**config.mk**
```make
export PLATFORM = sky130hd
export DESIGN_NAME = master_addr_tx
export DESIGN_NICKNAME = d
export VERILOG_FILES = /design/src/rtl/master_addr_tx.sv
export SDC_FILE = /design/constraint.sdc
export NUM_CORES = 1
export LEC_CHECK = 0
export CAP_MARGIN = 30
export CORE_MARGIN = 10
export CORE_UTILIZATION = 52
export DETAILED_ROUTE_END_ITERATION = 8
export PLACE_DENSITY = 0.86
export SYNTH_ARGS = -nofsm -noshare
export SYNTH_HDL_FRONTEND = slang
export SYNTH_SLANG_ARGS = --single-unit
```
**constraint.sdc**
```tcl
create_clock -name clk -period 2.2 [get_ports clk]
set_clock_uncertainty 0.05 [all_clocks]
set_input_delay 0.44 -clock clk [delete_from_list [all_inputs] [get_ports clk]]
set_output_delay 0.44 -clock clk [all_outputs]
set_load 0.1 [all_outputs]
```
**src/rtl/master_addr_tx.sv**
```systemverilog
// Serial request transmitter: device field, wait for ack, then memory address (+ write data), LSB first.
// First serial bit one cycle after accept; req_ready only in IDLE with ack low; ack timeout aborts with err.
module master_addr_tx #(
   parameter int ADDR_WIDTH        = 16,
   parameter int DEVICE_ADDR_WIDTH = 4,
   parameter int DATA_WIDTH        = 8,
   parameter int ACK_TIMEOUT       = 8
)(
   input  logic                  clk,
   input  logic                  rstn,
   input  logic                  req_valid,
   output logic                  req_ready,
   input  logic [ADDR_WIDTH-1:0] req_addr,
   input  logic                  req_wen,
   input  logic [DATA_WIDTH-1:0] req_wdata,
   input  logic                  ack,
   output logic                  addr_valid,
   output logic                  addr_data,
   output logic                  busy,
   output logic                  done,
   output logic                  err
);

   localparam int MEM_W   = ADDR_WIDTH - DEVICE_ADDR_WIDTH;
   localparam int PAY_W   = MEM_W + DATA_WIDTH;
   localparam int MAX_AD  = (ACK_TIMEOUT > DEVICE_ADDR_WIDTH) ? ACK_TIMEOUT : DEVICE_ADDR_WIDTH;
   localparam int CNT_MAX = (PAY_W > MAX_AD) ? PAY_W : MAX_AD;
   localparam int CNT_W   = $clog2(CNT_MAX + 1);

   localparam logic [CNT_W-1:0] DEV_LAST = CNT_W'(DEVICE_ADDR_WIDTH - 1);
   localparam logic [CNT_W-1:0] TO_LAST  = CNT_W'(ACK_TIMEOUT - 1);

   typedef enum logic [1:0] {
      S_IDLE,
      S_DEV_ADDR,
      S_WAIT_ACK,
      S_PAYLOAD
   } state_t;

   state_t                       r_state;
   logic [CNT_W-1:0]             r_cnt;
   logic                         r_wen;
   logic [DEVICE_ADDR_WIDTH-1:0] r_dev;
   logic [PAY_W-1:0]             r_pay;
   logic                         r_addr_valid;
   logic                         r_addr_data;
   logic                         r_busy;
   logic                         r_done;
   logic                         r_err;

   logic                         w_accept;
   logic [DEVICE_ADDR_WIDTH-1:0] w_req_dev;
   logic [CNT_W-1:0]             w_pay_last;

   // A held ack in IDLE is left over from the previous transaction; refuse new work until it drops.
   assign req_ready  = (r_state == S_IDLE) && !ack;
   assign w_accept   = req_valid && req_ready;
   assign w_req_dev  = req_addr[ADDR_WIDTH-1 -: DEVICE_ADDR_WIDTH];
   assign w_pay_last = r_wen ? CNT_W'(PAY_W - 1) : CNT_W'(MEM_W - 1);

   assign addr_valid = r_addr_valid;
   assign addr_data  = r_addr_data;
   assign busy       = r_busy;
   assign done       = r_done;
   assign err        = r_err;

   // Shift registers hold the bits not yet presented; the output register always shows the current bit.
   always_ff @(posedge clk or negedge rstn) begin
      if (!rstn) begin
         r_state      <= S_IDLE;
         r_cnt        <= '0;
         r_wen        <= 1'b0;
         r_dev        <= '0;
         r_pay        <= '0;
         r_addr_valid <= 1'b0;
         r_addr_data  <= 1'b0;
         r_busy       <= 1'b0;
         r_done       <= 1'b0;
         r_err        <= 1'b0;
      end else begin
         r_done <= 1'b0;
         r_err  <= 1'b0;
         case (r_state)
            S_IDLE: begin
               if (w_accept) begin
                  r_state      <= S_DEV_ADDR;
                  r_cnt        <= '0;
                  r_wen        <= req_wen;
                  r_dev        <= w_req_dev >> 1;
                  r_pay        <= {req_wdata, req_addr[MEM_W-1:0]};
                  r_addr_valid <= 1'b1;
                  r_addr_data  <= w_req_dev[0];
                  r_busy       <= 1'b1;
               end
            end
            S_DEV_ADDR: begin
               if (r_cnt == DEV_LAST) begin
                  r_state      <= S_WAIT_ACK;
                  r_cnt        <= '0;
                  r_addr_valid <= 1'b0;
                  r_addr_data  <= 1'b0;
               end else begin
                  r_cnt       <= r_cnt + 1'b1;
                  r_addr_data <= r_dev[0];
                  r_dev       <= r_dev >> 1;
               end
            end
            S_WAIT_ACK: begin
               // ack is checked first so an ack on the expiry cycle still wins
               if (ack) begin
                  r_state      <= S_PAYLOAD;
                  r_cnt        <= '0;
                  r_addr_valid <= 1'b1;
                  r_addr_data  <= r_pay[0];
                  r_pay        <= r_pay >> 1;
               end else if (r_cnt == TO_LAST) begin
                  r_state <= S_IDLE;
                  r_cnt   <= '0;
                  r_err   <= 1'b1;
                  r_busy  <= 1'b0;
               end else begin
                  r_cnt <= r_cnt + 1'b1;
               end
            end
            S_PAYLOAD: begin
               if (r_cnt == w_pay_last) begin
                  r_state      <= S_IDLE;
                  r_cnt        <= '0;
                  r_addr_valid <= 1'b0;
                  r_addr_data  <= 1'b0;
                  r_done       <= 1'b1;
                  r_busy       <= 1'b0;
               end else begin
                  r_cnt       <= r_cnt + 1'b1;
                  r_addr_data <= r_pay[0];
                  r_pay       <= r_pay >> 1;
               end
            end
            default: begin
               r_state      <= S_IDLE;
               r_cnt        <= '0;
               r_addr_valid <= 1'b0;
               r_addr_data  <= 1'b0;
               r_busy       <= 1'b0;
            end
         endcase
      end
   end

endmodule

```
## Word-level counts from Yosys, hierarchy flattened

Index checks and enable logic that the tools add are counted.

| storage, ports and cells | value |
|---|---|
| bits in latches | 0 |
| logic and storage cells | 77 |
| input port bits | 29 |
| bits in writable memories | 0 |
| bits in registers | 37 |
| memories | 0 |
| output and inout port bits | 6 |
| ROM bits | 0 |

| cells by class | value |
|---|---|
| shifts and indexed selects | 0 |
| muxes and demuxes | 38 |
| divide/modulo/power cells | 0 |
| magnitude comparators | 0 |
| add/sub/neg operators | 1 |
| reduce and logical (&&, ||, !) cells | 13 |
| bitwise gates (word level) | 0 |
| multiply operators | 0 |
| equal/unequal tests | 15 |

Operator list:

| kind | number |
|---|---|
| two-way mux 20 bit | 3 |
| one-hot mux 20 bit (3 select lines) | 1 |
| two-way mux 5 bit | 6 |
| one-hot mux 5 bit (4 select lines) | 1 |
| != test 2 bit, second input constant | 8 |
| two-way mux 1 bit | 15 |
| AND reduction 4 bit | 3 |
| two-way mux 2 bit | 5 |
| two-way mux 4 bit | 2 |
| one-hot mux 1 bit (4 select lines) | 2 |
| one-hot mux 2 bit (4 select lines) | 1 |
| one-hot mux 4 bit (2 select lines) | 1 |
| adder 5 x 1 -> 5 bit, second input constant | 1 |
| == test 5 x 2 -> 1 bit, second input constant | 1 |
| == test 5 x 3 -> 1 bit, second input constant | 1 |
| == test 5 bit | 1 |
| AND reduction 5 bit | 1 |
| == test 2 bit, second input constant | 2 |
| AND reduction 2 bit | 2 |
| != test 3 bit, second input constant | 1 |
| one-hot mux 1 bit (3 select lines) | 1 |
| AND reduction 3 bit | 1 |
| nonzero test 3 bit | 1 |
| == test 2 x 1 -> 1 bit, second input constant | 1 |
| other kinds (4) | 5 |

## Depth between registers and ports, before layout

| logic depth | value |
|---|---|
| word-level depth | 5 |
| mapped depth | 7 |
| gate-level depth less buffers | 5 |

## Worst setup path before layout

Ideal clock, no wire load.

| timing path | value |
|---|---|
| path kind | register to output |
| start point | register r_state[1] |
| end point | output port req_ready |
| path buffers | 1 |
| data arrival time | 2.105 ns |
| cell stages (with the launch flop) | 4 |
| required time | 1.710 ns |
| setup slack | -0.395 ns |
| path through | dfrtp_1 > clkbuf_1 > or2_2 > nor2_1 |

| on the way | value |
|---|---|
| longest elaborated chain between the ends | 2 |

Ends and longest elaborated chain:

| what | line | text |
|---|---|---|
| from (decl) | 40 | `state_t r_state;` |
| from (signal assigned) | 70 | `r_state <= S_IDLE;` |
| from (signal assigned) | 86 | `r_state <= S_DEV_ADDR;` |
| from (signal assigned) | 98 | `r_state <= S_WAIT_ACK;` |
| zero test 2 bit | 56 | `assign req_ready = (r_state == S_IDLE) && !ack;` |
| logical AND 1 bit | 56 |  |
| to (decl) | 12 | `output logic req_ready,` |

Every way passes these cells.

## Worst setup path after layout

Same ends and word-level chain as after synthesis.

==> flow_summary.yaml <==
critical_path:
  slowest_stage: "dfrtp_1"
  critical_path_class: "reg -> out"
  r2r_cells: 5
  cp-start-kind: "flip-flop"
  cp_data_required_time_ns: 1.71
  arrival_ns: 1.55
  slowest_delay_ns: 0.53
  worst-path-max-fanout: 12
  end_kind: "primary output"
  cp_cell_sequence: "or2_2, nor2_2, buf_12"
yosys:
  ys_ff_latch: 36
  synthMuxAreaShare: 0.263
  synthArstFlopShare: 1.00
  yosys.area_share.adder: 0.00620
  ys_types: 46
  synthXorXnorAreaFrac: 0
  netlist_instances: 171
  synthesis.nets: 201
  synth_top_area_share: 0.446
  syn_area_per_cell_um2: 11.8
  yosysWarnings: 0
  syn_area_um2: 2020
  yosys.area_share.simple: 0.126
  ys.flop_type: "dfrtp_1"
  synth.area.top_cells: "dfrtp_1, mux2_2, mux2_4"
  yosys.area.top_type: "dfrtp_1"
  yosysSeqAreaShare: 0.446
  synth_edf_count: 0
  synth_top_family_by_area: "multiplexers"
  synth_compound_area_frac: 0.120
floorplan:
  die_area_um2: 6780
  die-height_um: 82.3
  rows: 22
  coreArea_um2: 3720
  pin_count: 35
  start_util: 0.543
  die-width_um: 82.3
place:
  placed_area_um2: 2480
  io_buffers: 34
  place.gp.congestion: 0.865
  dp_hpwl_um: 3400
sta:
  slew_headroom: 0.461
  whs_ns: 0.186
  clock.fmax_ghz: 0.491
  worst_slew_pin_slew_ns: 0.809
  final.setup.tns_ns: 0
  fin_crit_ns: 2.04
  drv_slew: 0
  hold_violations: 0
  rsz0062_at_grt: "false"
  post-route-period-util: 0.926
  setup_viol: 0
global_routing:
  top_usage_layer: "met2"
  grt_max_degree: 37
  overflow: 0
  use_met1: 0.168
  grt_pass1_vias: 1521
  met2_usage: 0.233
  antenna_found_initial: 0
  grt_pass1_wl_um: 7300
  grt_use_total: 0.141
  use_met3: 0.0346
clocking:
  clockBufferDepth: 2
  ctsResizeCount: 0
  clk_pin_slew_worst_paths_ns: 0.07
  cts_root_buffer: "clkbuf_8"
  cts_made_buffers: 5
  cts_sinks: 36
  postCtsSetupBuffers: 0
  cts_tree: "built"
  clock_latency_ns: 0.29
  cts_htree_levels: 2
  cts_hold_buf: 0
finish:
  drive_gt1_frac: 0.372
  diodes: 0
  syn2layout_area_growth_pct: 28.0
  final_area_um2: 2580
  fin_nets: 247
pwr:
  ir_drop_mv: 0.936
  leakagePower_nw: 1.14
  powerDensity_nw_per_um2: 1450
detailed_routing:
  drt-wirelength-per-cell_um: 17.0
  firstDrtPassIters: 4
  drtIter0Drc: 69
  ant_nets: 0
  vias_per_cell: 5.61
  vias: 1493
  totalWireLength_um: 4510
  drc: 0
min_path:
  hold_class: "in -> async"
run_status:
  outcome: "finished, final reports clean"
job:
  maxCapViolCount: 0
[Yosys cell counts, types with 2 or more instances]
cell type,count
nand2_1,5
nand2b_1,2
nand3_1,2
nor2b_1,5
o31ai_1,3
mux2_4,10
o211ai_1,3
buf_1,3
a21oi_1,8
o22ai_1,4
and3_1,3
nor4b_1,2
clkbuf_1,4
nor3_1,4
o21ai_0,4
dfrtp_1,36
inv_1,4
nor2_1,9
mux2_2,33
[placed cells by master, fill, tap and decap left out, types with 5 or more instances in the layout]
cell type	instances
dfrtp_1	36
mux2_2	33
clkdlybuf4s50_1	27
buf_4	19
mux2_4	10
nor2_1	8
a21oi_1	8
nor2b_1	5
nand2_1	5
clkbuf_8	5
[flip-flops by register name, summed over array words and instances (netlist names)]
name        cells
addr_valid      1
done            1
busy            1
r_dev           3
addr_data       1
r_wen           1
r_state         2
r_pay          20
r_cnt           5
err             1
[metal layers]
layer / wire, um / vias up / part of all wire
li1: - / 725 / -
met1: 1990 / 725 / 0.44
met2: 2230 / 39 / 0.49
met3: 242 / 4 / 0.054
met4: 52 / 0 / 0.012
met5: 0 / - / 0
[final timing paths]
path	slack, ns	start	endpoint
max in group asynchronous	1.39	rstn	r_state[1]$_DFFE_PN0P_
hold reg to reg	0.45	r_pay[2]$_DFFE_PN0P_	r_pay[2]$_DFFE_PN0P_
setup reg to reg	0.19	r_cnt[0]$_DFFE_PN0P_	r_cnt[2]$_DFFE_PN0P_
setup / recovery	0.16	r_state[1]$_DFFE_PN0P_	req_ready
min in group clk	0.45	r_pay[2]$_DFFE_PN0P_	r_pay[2]$_DFFE_PN0P_
hold / removal	0.19	rstn	r_cnt[4]$_DFFE_PN0P_
[cells by family after synthesis]
kind of cell,after synthesis
muxes,44
and+or+nand+nor,41
DFF,36
AOI/OAI and AO/OA,35
buffers and inverters,14
adders and majority gates,1
[worst max-delay path: cells and delay by family (launching register included)]
family / cells / cell delay, ns
AND/OR/NAND/NOR: 2 / 0.55
flip-flops: 1 / 0.53
buffers and inverters: 1 / 0.19
[metrics by stage]
stage / util / worst slack, ns / cells / total power [mW]
after floorplan: - / 0.0654 / 171 / 2.73
after global placement: 0.667 / 0.0538 / 258 / 3.10
after detailed placement: 0.667 / 0.00667 / 258 / 3.18
after CTS: 0.696 / 0.162 / 266 / 3.77
after global routing: 0.696 / 0.112 / 266 / 3.97
final: 0.696 / 0.162 / 266 / 3.74
[power by group]
part	switching, mW	internal [mW]	total (mW)
registers	0.232	0.963	1.19
clock network	0.236	0.336	0.572
logic	0.887	1.08	1.97
[area by class of cell]
type,instances,area (um2)
tap,48,60.1
multi-input combinational,121,1040
inverter,4,15.0
clock inverter,2,35.0
clock buffer,6,72.6
fill,285,1130
sequential,36,901
timing repair buffer,49,458
Note: power is estimated with default switching activity, not from simulation.
